File: config.mk
export PLATFORM = sky130hd
export DESIGN_NAME = fetch_unit
export DESIGN_NICKNAME = d
export VERILOG_FILES = /design/src/rtl/fetch_unit.sv
export SDC_FILE = /design/constraint.sdc
export NUM_CORES = 1
export LEC_CHECK = 0
export CAP_MARGIN = 15
export CORE_MARGIN = 3
export CORE_UTILIZATION = 33
export DETAILED_ROUTE_END_ITERATION = 8
export SLEW_MARGIN = 25
export SYNTH_ARGS = -nofsm -noshare
export SYNTH_HDL_FRONTEND = slang
export SYNTH_SLANG_ARGS = --single-unit
File: constraint.sdc
create_clock -name clk -period 8.94 [get_ports clk]
set_input_delay 1.788 -clock clk [delete_from_list [all_inputs] [get_ports clk]]
set_output_delay 1.788 -clock clk [all_outputs]
set_load 0.03 [all_outputs]
File: src/rtl/fetch_unit.sv
// fetch_unit: instruction fetch stage.
//   Holds the fetch PC, looks it up in the BTB, issues one instruction-memory
//   read per cycle while the fetch queue has room, and buffers returned words
//   (with PC and prediction metadata) in a FQ_DEPTH-entry queue toward decode.
//   An EX redirect flushes the queue and any in-flight response.
//
// Configuration macro: FETCH_BTB_EN
//   defined   -> BTB hit/target steer the next PC and the dec_pred_* outputs
//   undefined -> BTB inputs ignored, next PC is always pc+4, never predicted taken
//
// Ports:
//   clk, rst                          clock, synchronous active-high reset
//   fetch_pc / fetch_btb_hit/target   BTB lookup address and same-cycle result
//   imem_req / imem_addr / imem_rdata instruction memory, data one cycle later
//   redirect_valid / redirect_pc      EX-stage redirect
//   dec_valid / dec_ready             queue head handshake toward decode
//   dec_instr / dec_pc / dec_pred_*   queue head contents
module fetch_unit #(
  parameter logic [31:0] RESET_PC = 32'h0000_0000,
  parameter int          FQ_DEPTH = 4
) (
  input  logic        clk,
  input  logic        rst,
  output logic [31:0] fetch_pc,
  input  logic        fetch_btb_hit,
  input  logic [31:0] fetch_btb_target,
  output logic        imem_req,
  output logic [31:0] imem_addr,
  input  logic [31:0] imem_rdata,
  input  logic        redirect_valid,
  input  logic [31:0] redirect_pc,
  output logic        dec_valid,
  input  logic        dec_ready,
  output logic [31:0] dec_instr,
  output logic [31:0] dec_pc,
  output logic        dec_pred_taken,
  output logic [31:0] dec_pred_target
);
  localparam int PW = $clog2(FQ_DEPTH);
  localparam int CW = PW + 1;

  logic [31:0]         r_pc;
  logic                r_inflight;
  logic [31:0]         r_f1_pc;
  logic                r_f1_taken;
  logic [31:0]         r_f1_tgt;

  logic [31:0]         r_q_instr [FQ_DEPTH];
  logic [31:0]         r_q_pc    [FQ_DEPTH];
  logic [31:0]         r_q_tgt   [FQ_DEPTH];
  logic [FQ_DEPTH-1:0] r_q_taken;
  logic [PW-1:0]       r_head, r_tail;
  logic [CW-1:0]       r_count;

  logic [31:0]         w_pc_plus4;
  logic [31:0]         w_next_pc;
  logic                w_taken;
  logic [CW-1:0]       w_occ;
  logic                w_req;
  logic                w_deq;

  assign w_pc_plus4 = r_pc + 32'd4;

`ifdef FETCH_BTB_EN
  assign w_taken   = fetch_btb_hit;
  assign w_next_pc = fetch_btb_hit ? fetch_btb_target : w_pc_plus4;
`else
  // BTB ports stay on the boundary but carry no meaning in this build.
  logic w_unused_btb;
  assign w_unused_btb = ^{fetch_btb_hit, fetch_btb_target};
  assign w_taken      = 1'b0;
  assign w_next_pc    = w_pc_plus4;
`endif

  // Counting the in-flight response as occupied space means a response can
  // always be enqueued, so the queue never needs to push back on memory.
  assign w_occ = r_count + CW'(r_inflight);
  assign w_req = !rst && !redirect_valid && (w_occ < CW'(FQ_DEPTH));
  assign w_deq = (r_count != '0) && dec_ready;

  always_ff @(posedge clk) begin
    if (rst) begin
      r_pc       <= RESET_PC;
      r_inflight <= 1'b0;
      r_f1_pc    <= '0;
      r_f1_taken <= 1'b0;
      r_f1_tgt   <= '0;
      r_head     <= '0;
      r_tail     <= '0;
      r_count    <= '0;
      r_q_taken  <= '0;
      // Entries are cleared so the head-driven dec_* outputs read zero after reset.
      for (int i = 0; i < FQ_DEPTH; i++) begin
        r_q_instr[i] <= '0;
        r_q_pc[i]    <= '0;
        r_q_tgt[i]   <= '0;
      end
    end else if (redirect_valid) begin
      // Flush wins over everything, including a same-cycle dequeue.
      r_pc       <= redirect_pc;
      r_inflight <= 1'b0;
      r_head     <= '0;
      r_tail     <= '0;
      r_count    <= '0;
    end else begin
      r_inflight <= w_req;
      if (w_req) begin
        r_pc       <= w_next_pc;
        r_f1_pc    <= r_pc;
        r_f1_taken <= w_taken;
        r_f1_tgt   <= w_next_pc;
      end
      if (r_inflight) begin
        r_q_instr[r_tail] <= imem_rdata;
        r_q_pc[r_tail]    <= r_f1_pc;
        r_q_taken[r_tail] <= r_f1_taken;
        r_q_tgt[r_tail]   <= r_f1_tgt;
        r_tail            <= r_tail + PW'(1);
      end
      if (w_deq) r_head <= r_head + PW'(1);
      r_count <= r_count + CW'(r_inflight) - CW'(w_deq);
    end
  end

  assign fetch_pc        = r_pc;
  assign imem_addr       = r_pc;
  assign imem_req        = w_req;
  assign dec_valid       = (r_count != '0);
  assign dec_instr       = r_q_instr[r_head];
  assign dec_pc          = r_q_pc[r_head];
  assign dec_pred_taken  = r_q_taken[r_head];
  assign dec_pred_target = r_q_tgt[r_head];
endmodule

==> results.txt, run 1 <==
----------------------------------------------------
[Placed design]
  Final RePlAce weighted congestion ... 0.848
  Number of I/O port buffers ... 230
  Half-perimeter wire length of the detailed placement result ... roughly 36,000 um
  Placed cells ... ~2,500

[Synthesis]
  Top cells by area in the synthesized netlist ... sky130_fd_sc_hd__edfxtp_1 53%, sky130_fd_sc_hd__and2_1 11%, sky130_fd_sc_hd__dfxtp_1 10%
  Post-synth top area cell ... sky130_fd_sc_hd__edfxtp_1
  Summed instance area of the synthesized netlist ... roughly 21,000 um2
  Post-synthesis async set-or-reset flop share ... 0
  Count of synthesis-stage warnings from yosys ... 0
  Count of flip-flops with a built-in enable after synthesis ... around 380
  Proportion of synthesized chip area in sequential cells ... 0.626
  Post-synthesis register bit count ... 484
  Average instance area after synthesis ... approximately 14 um2
  Gate count of the mapped netlist ... 1,574
  Flip-flop cell with the highest count after synthesis ... sky130_fd_sc_hd__edfxtp_1
  Net count after synthesis ... about 1,700
  Proportion of netlist area held by the largest area contributor ... 0.525
  Synth cell types ... between 40 and 50

[Hold path]
  Worst hold-check path type ... reg2reg

[Routing]
  Avg WL per Cell ... about 23 um
  Iteration count of the initial detailed-routing pass ... 5
  Via/cell ratio ... between 5 and 6
  Aggregate routed wire length ... about 59,000 um
  Remaining design rule violation count ... 0
  Drt initial violations ... ~1,100
  Number of vias after detailed routing ... about 13,000
  Count of nets left with antenna violations after detail routing ... 0

[Global routing]
  Antenna violations before repair ... 1
  Wire length of the first global-routing pass ... 87,600 um
  All-layer global routing usage ... 0.172
  Grt total ovfl ... 0
  Pin count of the biggest net entering global routing ... 86
  Number of global-route vias before repair ... 13,600

[Power]
  Part of the power in the clock network ... 0.403
  Peak supply drop ... around 0.15 mV
  Design internal power ... between 3 and 4 mW
  PwrDens ... between 150 and 200 nW/um2
  Power share of the sequential group ... 0.510
  NetSw ... ~1.2 mW
  Relative contribution of combinational cells to total power ... 0.087
  Static power due to leakage ... between 9 and 10 nW
  Switching Fraction ... 0.241

[Floorplanning]
  Area of the die ... slightly below 70,000 um2
  Die height ... around 260 um
  Die X-Extent ... 261 um
  Standard cell core area ... 63,800 um2
  Placement Rows ... 92
  Effective utilization at floorplan ... 0.337
  Number of ports placed on the die boundary ... around 260

[Clock tree]
  Hold buffers post-CTS ... 0
  Clock buffer count from CTS ... 53
  TritonCTS clock tree ... yes
  Setup repair bufs after CTS ... 0
  Level count of the clock H-tree ... 2
  Gates resized, CTS repair ... 0
  Register clock-pin slew on the reported worst setup and hold paths ... 0.06 ns
  Skew-Pair Late Insertion Delay ... ~0.60 ns
  CTS Root Cell ... sky130_fd_sc_hd__clkbuf_16
  Clock tree buffer depth ... 3
  CTS Sinks ... slightly below 500

[Setup path]
  Data arrival time of the worst path ... about 4.4 ns
  CP peak stage delay ... approximately 0.69 ns
  Required time worst endpoint ... 7.15 ns
  WS Path Type ... in2out
  Slowest cell on the critical path ... sky130_fd_sc_hd__clkdlybuf4s50_1
  Worst setup SP type ... input port
  Library cell appearing most often on the critical path ... sky130_fd_sc_hd__clkdlybuf4s50_1
  Worst-path cell chain ... clkdlybuf4s50_1, buf_4, nor2_1, nand2_2, inv_2, clkdlybuf4s50_1
  Largest fanout on the critical path ... 41
  Setup crit end kind ... primary output

[STA]
  Final setup vio count ... 0
  Count of final hold-check violations ... 0
  Slew headroom ... 0.331
  Period utilization ... 0.687
  Count of final max-slew check failures ... 0
  Min Tclk post-route ... just over 6 ns
  Worst slew pin tran ... approximately 1.0 ns
  Unrepaired setup endpoints after global routing ... false
  Final TNS setup ... 0 ns
  Fmax ... 163 MHz
  Clock Skews ... around 0.018 ns

[Finish]
  Final #Nets ... between 1,500 and 2,000
  Layout Cells excl Fill ... 2,620
  P&R area growth vs syn ... 20.9%
  Layout filler cell count ... between 5,000 and 6,000
  Share of post-route cells with drive strength above 1 ... 0.124

[Run]
  Total of max-cap violations ... 0

[Outcome]
  Run status ... finished, final reports clean

----------------------------------------------------
==> through the flow <==
step / utilization / total power [mW] / worst slack [ns] / hold WS, ns / area [um2]
after CTS: 0.407 / 5.14 / 2.82 / 0.453 / 25900
after floorplan: - / 2.87 / 4.12 / 0.424 / 21500
after global placement: 0.381 / 3.08 / 2.87 / 0.439 / 24300
final: 0.407 / 5.08 / 2.80 / 0.458 / 26000
after global routing: 0.407 / 5.25 / 2.67 / 0.480 / 26000
after detailed placement: 0.382 / 3.09 / 2.83 / 0.440 / 24300
==> cells in the mapped netlist (3+ instances only) <==
| library cell | number |
|---|---|
| sky130_fd_sc_hd__xor2_1 | 7 |
| sky130_fd_sc_hd__a31o_2 | 3 |
| sky130_fd_sc_hd__nor4_1 | 15 |
| sky130_fd_sc_hd__or4_1 | 12 |
| sky130_fd_sc_hd__a21oi_1 | 13 |
| sky130_fd_sc_hd__nand4_1 | 12 |
| sky130_fd_sc_hd__a211oi_1 | 26 |
| sky130_fd_sc_hd__nor3_1 | 11 |
| sky130_fd_sc_hd__or2_2 | 4 |
| sky130_fd_sc_hd__buf_1 | 14 |
| sky130_fd_sc_hd__mux2i_1 | 3 |
| sky130_fd_sc_hd__buf_4 | 39 |
| sky130_fd_sc_hd__o31ai_1 | 5 |
| sky130_fd_sc_hd__or3_1 | 14 |
| sky130_fd_sc_hd__clkbuf_1 | 83 |
| sky130_fd_sc_hd__nand2_1 | 80 |
| sky130_fd_sc_hd__inv_1 | 22 |
| sky130_fd_sc_hd__nand3_1 | 17 |
| sky130_fd_sc_hd__edfxtp_1 | 376 |
| sky130_fd_sc_hd__o31a_1 | 3 |
| sky130_fd_sc_hd__a311oi_1 | 23 |
| sky130_fd_sc_hd__nor2_1 | 66 |
| sky130_fd_sc_hd__and4_1 | 9 |
| sky130_fd_sc_hd__xnor2_1 | 18 |
| sky130_fd_sc_hd__ha_1 | 9 |
| sky130_fd_sc_hd__nand2b_1 | 7 |
| sky130_fd_sc_hd__a221oi_1 | 4 |
| sky130_fd_sc_hd__o21ai_0 | 24 |
| sky130_fd_sc_hd__nand3b_1 | 29 |
| sky130_fd_sc_hd__and2_1 | 376 |
| sky130_fd_sc_hd__mux4_2 | 95 |
| sky130_fd_sc_hd__nor2b_1 | 3 |
| sky130_fd_sc_hd__dfxtp_1 | 108 |
| sky130_fd_sc_hd__and3_1 | 4 |
| sky130_fd_sc_hd__a2111oi_0 | 7 |
| sky130_fd_sc_hd__buf_2 | 17 |
==> registers in the layout, indices dropped and copies added, names as in the netlist, named ones only <==
name,cells
r_q_instr,128
r_q_tgt,126
r_q_pc,122
fetch_pc,32
r_f1_pc,32
r_f1_tgt,30
r_q_taken,4
r_count,3
r_head,2
r_tail,2
r_inflight,1
==> final timing paths <==
kind	slack, ns	to	depth (start not counted)	startpoint
max	2.80	imem_req	6	redirect_valid
min reg2reg	0.46	r_q_taken[3]	2	r_q_taken[3]
max reg2reg	5.05	r_f1_tgt[31]	8	r_inflight
min	0.46	r_q_taken[3]	2	r_q_taken[3]
==> area by class of cell <==
| class | instances | area [um2] | share of cell area |
|---|---|---|---|
| Sequential cell | 484 | 13500 | 0.518 |
| Multi-Input combinational cell | 913 | 7250 | 0.279 |
| Timing Repair Buffer | 256 | 2520 | 0.0969 |
| Clock buffer | 82 | 1520 | 0.0583 |
| Tap cell | 846 | 1060 | 0.0407 |
| Clock inverter | 14 | 90.1 | 0.00347 |
| Inverter | 22 | 82.6 | 0.00318 |
| Antenna cell | 3 | 7.51 | 0.000289 |
==> layout by cell type, fill, tap and decap left out, types with 13 or more instances in the layout <==
| master | synthesis | layout |
|---|---|---|
| sky130_fd_sc_hd__inv_1 | 22 | 21 |
| sky130_fd_sc_hd__edfxtp_1 | 376 | 376 |
| sky130_fd_sc_hd__nand2_1 | 80 | 79 |
| sky130_fd_sc_hd__clkbuf_1 | 83 | 21 |
| sky130_fd_sc_hd__clkbuf_16 | 0 | 53 |
| sky130_fd_sc_hd__nor4_1 | 15 | 14 |
| sky130_fd_sc_hd__xnor2_1 | 18 | 18 |
| sky130_fd_sc_hd__o21ai_0 | 24 | 24 |
| sky130_fd_sc_hd__clkdlybuf4s50_1 | 0 | 229 |
| sky130_fd_sc_hd__buf_4 | 39 | 25 |
| sky130_fd_sc_hd__and2_1 | 376 | 376 |
| sky130_fd_sc_hd__dfxtp_1 | 108 | 106 |
| sky130_fd_sc_hd__a21oi_1 | 13 | 13 |
| sky130_fd_sc_hd__nand3_1 | 17 | 17 |
| sky130_fd_sc_hd__a211oi_1 | 26 | 26 |
| sky130_fd_sc_hd__mux4_2 | 95 | 95 |
| sky130_fd_sc_hd__nand3b_1 | 29 | 29 |
| sky130_fd_sc_hd__nor2_1 | 66 | 66 |
| sky130_fd_sc_hd__or3_1 | 14 | 14 |
| sky130_fd_sc_hd__a311oi_1 | 23 | 23 |
==> per-layer routing <==
metal  track usage  up-vias  part of all wire
li1              -     6041                 -
met1         0.235     6817              0.43
met2         0.288      448              0.48
met3        0.0292       80             0.067
met4        0.0410        0             0.018
met5             0        -                 0
==> power by group through the flow <==
stage	clock (mW)	sequential [mW]	combinational, mW
floorplan	0	2.62	0.252
global placement	0	2.63	0.444
global route	2.18	2.60	0.470
CTS	2.10	2.59	0.447
finish	2.05	2.59	0.441
detailed placement	0	2.64	0.445
==> critical path: cells and delay by family <==
kind	cells	cell delay [ns]
AND/OR/NAND/NOR	2	0.97
buffers and inverters	4	1.55
==> cell families after synthesis <==
group	count (synthesis)	share of synthesized area
AO/OA/AOI/OAI	115	0.0387
XOR/XNOR	25	0.0102
adder cells (fa/ha/maj)	9	0.00524
buffers and inverters	177	0.0394
flip-flops	484	0.626
multiplexers	98	0.101
AND/OR/NAND/NOR	666	0.180
Power figures use the tool's default switching activity.
==> run 2, diff against run 1 <==
Clock period 8.94 ns to 5.62 ns, I/O delays scaled along.
==> run 2 against run 1 <==
Net effect: clock skew is 0.029 ns higher; flip-flop and latch count is the same; utilization increased by 0.14 points; routed wire length increased by 0.49%; critical endpoint is now dec_pc[28]; setup slack worse by 1.5 ns; cell count is 0.19% lower; clock-buffer cell count shrank 4; sequential power grew 59%; critical path depth down 3; power grew 61%.
==> results.txt, run 2 (same netlist as run 1, synthesis figures left out) <==
----------------------------------------------------
[Placed design]
  Half-perimeter wire length of the detailed placement result ... around 35,000 um
  Final RePlAce weighted congestion ... just over 0.8
  Number of I/O port buffers ... 230

[Routing]
  Remaining design rule violation count ... 0
  Number of vias after detailed routing ... approximately 13,000
  Drt initial violations ... slightly below 1,000
  Aggregate routed wire length ... ~60,000 um
  Iteration count of the initial detailed-routing pass ... 5
  Avg WL per Cell ... ~23 um
  Count of nets left with antenna violations after detail routing ... 0
  Via/cell ratio ... 5.12

[Clock tree]
  Register clock-pin slew on the reported worst setup and hold paths ... about 0.06 ns
  Setup repair bufs after CTS ... 0
  Level count of the clock H-tree ... 2
  Hold buffers post-CTS ... 0
  CTS Sinks ... ~480
  TritonCTS clock tree ... yes
  CTS Root Cell ... sky130_fd_sc_hd__clkbuf_16
  Clock buffer count from CTS ... 52
  Clock tree buffer depth ... 3
  Skew-Pair Late Insertion Delay ... between 0.6 and 0.7 ns
  Gates resized, CTS repair ... 0

[Floorplanning]
  Die height ... about 260 um
  Placement Rows ... just over 90
  Effective utilization at floorplan ... 0.337
  Standard cell core area ... approximately 64,000 um2
  Die X-Extent ... around 260 um
  Number of ports placed on the die boundary ... roughly 260
  Area of the die ... about 70,000 um2

[Global routing]
  Pin count of the biggest net entering global routing ... 86
  Wire length of the first global-routing pass ... 87,600 um
  Antenna violations before repair ... 0
  All-layer global routing usage ... 0.173
  Grt total ovfl ... 0
  Number of global-route vias before repair ... between 10,000 and 15,000

[STA]
  Count of final max-slew check failures ... 0
  Count of final hold-check violations ... 0
  Clock Skews ... between 0.04 and 0.05 ns
  Min Tclk post-route ... 4.34 ns
  Unrepaired setup endpoints after global routing ... false
  Period utilization ... 0.772
  Fmax ... 230 MHz
  Slew headroom ... 0.334
  Final TNS setup ... 0 ns
  Final setup vio count ... 0
  Worst slew pin tran ... 0.992 ns

[Power]
  Total power consumption of the routed design ... between 8 and 9 mW
  PwrDens ... about 310 nW/um2
  Static power due to leakage ... 9.07 nW
  Peak supply drop ... 0.179 mV

[Setup path]
  Data arrival time of the worst path ... approximately 3.2 ns
  Capture instance of the worst register-to-register path ... r_f1_tgt[31]
  Setup crit end kind ... primary output
  Worst setup SP type ... flop
  Count of cells along the worst register-to-register path ... 8
  Reg2reg setup slack ... between 2 and 2.5 ns
  Required time worst endpoint ... around 4.5 ns
  Reg-to-reg critical path startpoint ... r_inflight
  Largest fanout on the critical path ... 31
  WS Path Type ... reg2out

[Finish]
  Share of post-route cells with drive strength above 1 ... 0.122
  Flip-flop count of the largest register, all copies and words added ... 128
  Top reg by flops ... r_q_instr
  Final #Nets ... between 1,500 and 2,000
  P&R area growth vs syn ... 21.3%
  Layout filler cell count ... between 5,000 and 6,000
  Commonest cells after routing, fill and taps aside ... 376 x sky130_fd_sc_hd__and2_1, 376 x sky130_fd_sc_hd__edfxtp_1, 228 x sky130_fd_sc_hd__clkdlybuf4s50_1
  Registers with the highest flip-flop counts ... r_q_instr x128, r_q_tgt x126, r_q_pc x122

[Hold path]
  Number of stages on the worst hold path ... 2
  Hold EP ... r_q_taken[0]
  Hold Path Origin ... r_q_taken[0]
  Worst hold-check path type ... reg2reg

[Run]
  Total of max-cap violations ... 0

[Outcome]
  Run status ... finished, final reports clean

----------------------------------------------------
[run 2: cell types whose count changed in the layout (fill, tap and decap cells not counted), sizes merged]
cell	delta
diode	-2
clkbuf	-4
buf	-1
clkdlybuf4s50	-1
bufinv	+3
clkinv	+3
inv	-3
[run 2: stage by stage]
stage / hold WS [ns] / util / cell area (um2) / setup WS [ns] / std cells
CTS: 0.451 / 0.409 / 26100 / 1.10 / 2614
global placement: 0.437 / 0.383 / 24400 / 1.42 / 2519
floorplan: 0.424 / - / 21500 / 1.89 / 1574
detailed placement: 0.442 / 0.383 / 24400 / 1.40 / 2519
finish: 0.454 / 0.409 / 26100 / 1.28 / 2615
global route: 0.480 / 0.409 / 26100 / 1.03 / 2614
[run 2: cell type report]
| class | count | area, um2 | area share |
|---|---|---|---|
| timing repair buffer | 254 | 2550 | 0.0979 |
| multi-input combinational | 913 | 7250 | 0.278 |
| inverter | 22 | 82.6 | 0.00317 |
| antenna | 1 | 2.50 | 0.0000960 |
| clock buffer | 78 | 1470 | 0.0563 |
| tap | 846 | 1060 | 0.0406 |
| clock inverter | 17 | 203 | 0.00777 |
| sequential | 484 | 13500 | 0.516 |
[run 2: per-layer routing]
| layer | global-route usage | vias to the layer above | routed length [um] | share of wire |
|---|---|---|---|---|
| li1 | - | 6034 | - | - |
| met1 | 0.231 | 6803 | 25400 | 0.43 |
| met2 | 0.291 | 479 | 28900 | 0.49 |
| met3 | 0.0295 | 78 | 3970 | 0.067 |
| met4 | 0.0465 | 0 | 1300 | 0.022 |
| met5 | 0 | - | 0 | 0 |
[run 2: power by group]
part | total, mW | switching [mW] | internal (mW) | leakage [nW]
Clock | 3.36 | 1.41 | 1.94 | 0.806
Combinational | 0.696 | 0.414 | 0.283 | 3.49
Sequential | 4.13 | 0.128 | 4.00 | 4.77
[run 2: critical path: stages (launching register included)]
cell	delay [ns]
sky130_fd_sc_hd__dfxtp_4	0.81
sky130_fd_sc_hd__buf_4	0.50
sky130_fd_sc_hd__mux4_2	0.56
sky130_fd_sc_hd__clkdlybuf4s50_1	0.71
[run 2: worst max path at each step]
stage                                      to  slack [ns]  cells past startpoint            from
after floorplan               r_q_instr[2][0]        1.89                      5  redirect_valid
after global placement          r_q_pc[0][13]        1.42                      7  redirect_valid
after detailed placement         r_q_pc[0][2]        1.40                      7  redirect_valid
after CTS                 dec_pred_target[30]        1.10                      3            flop
after global routing               dec_pc[28]        1.03                      3            flop
final                              dec_pc[28]        1.28                      3            flop
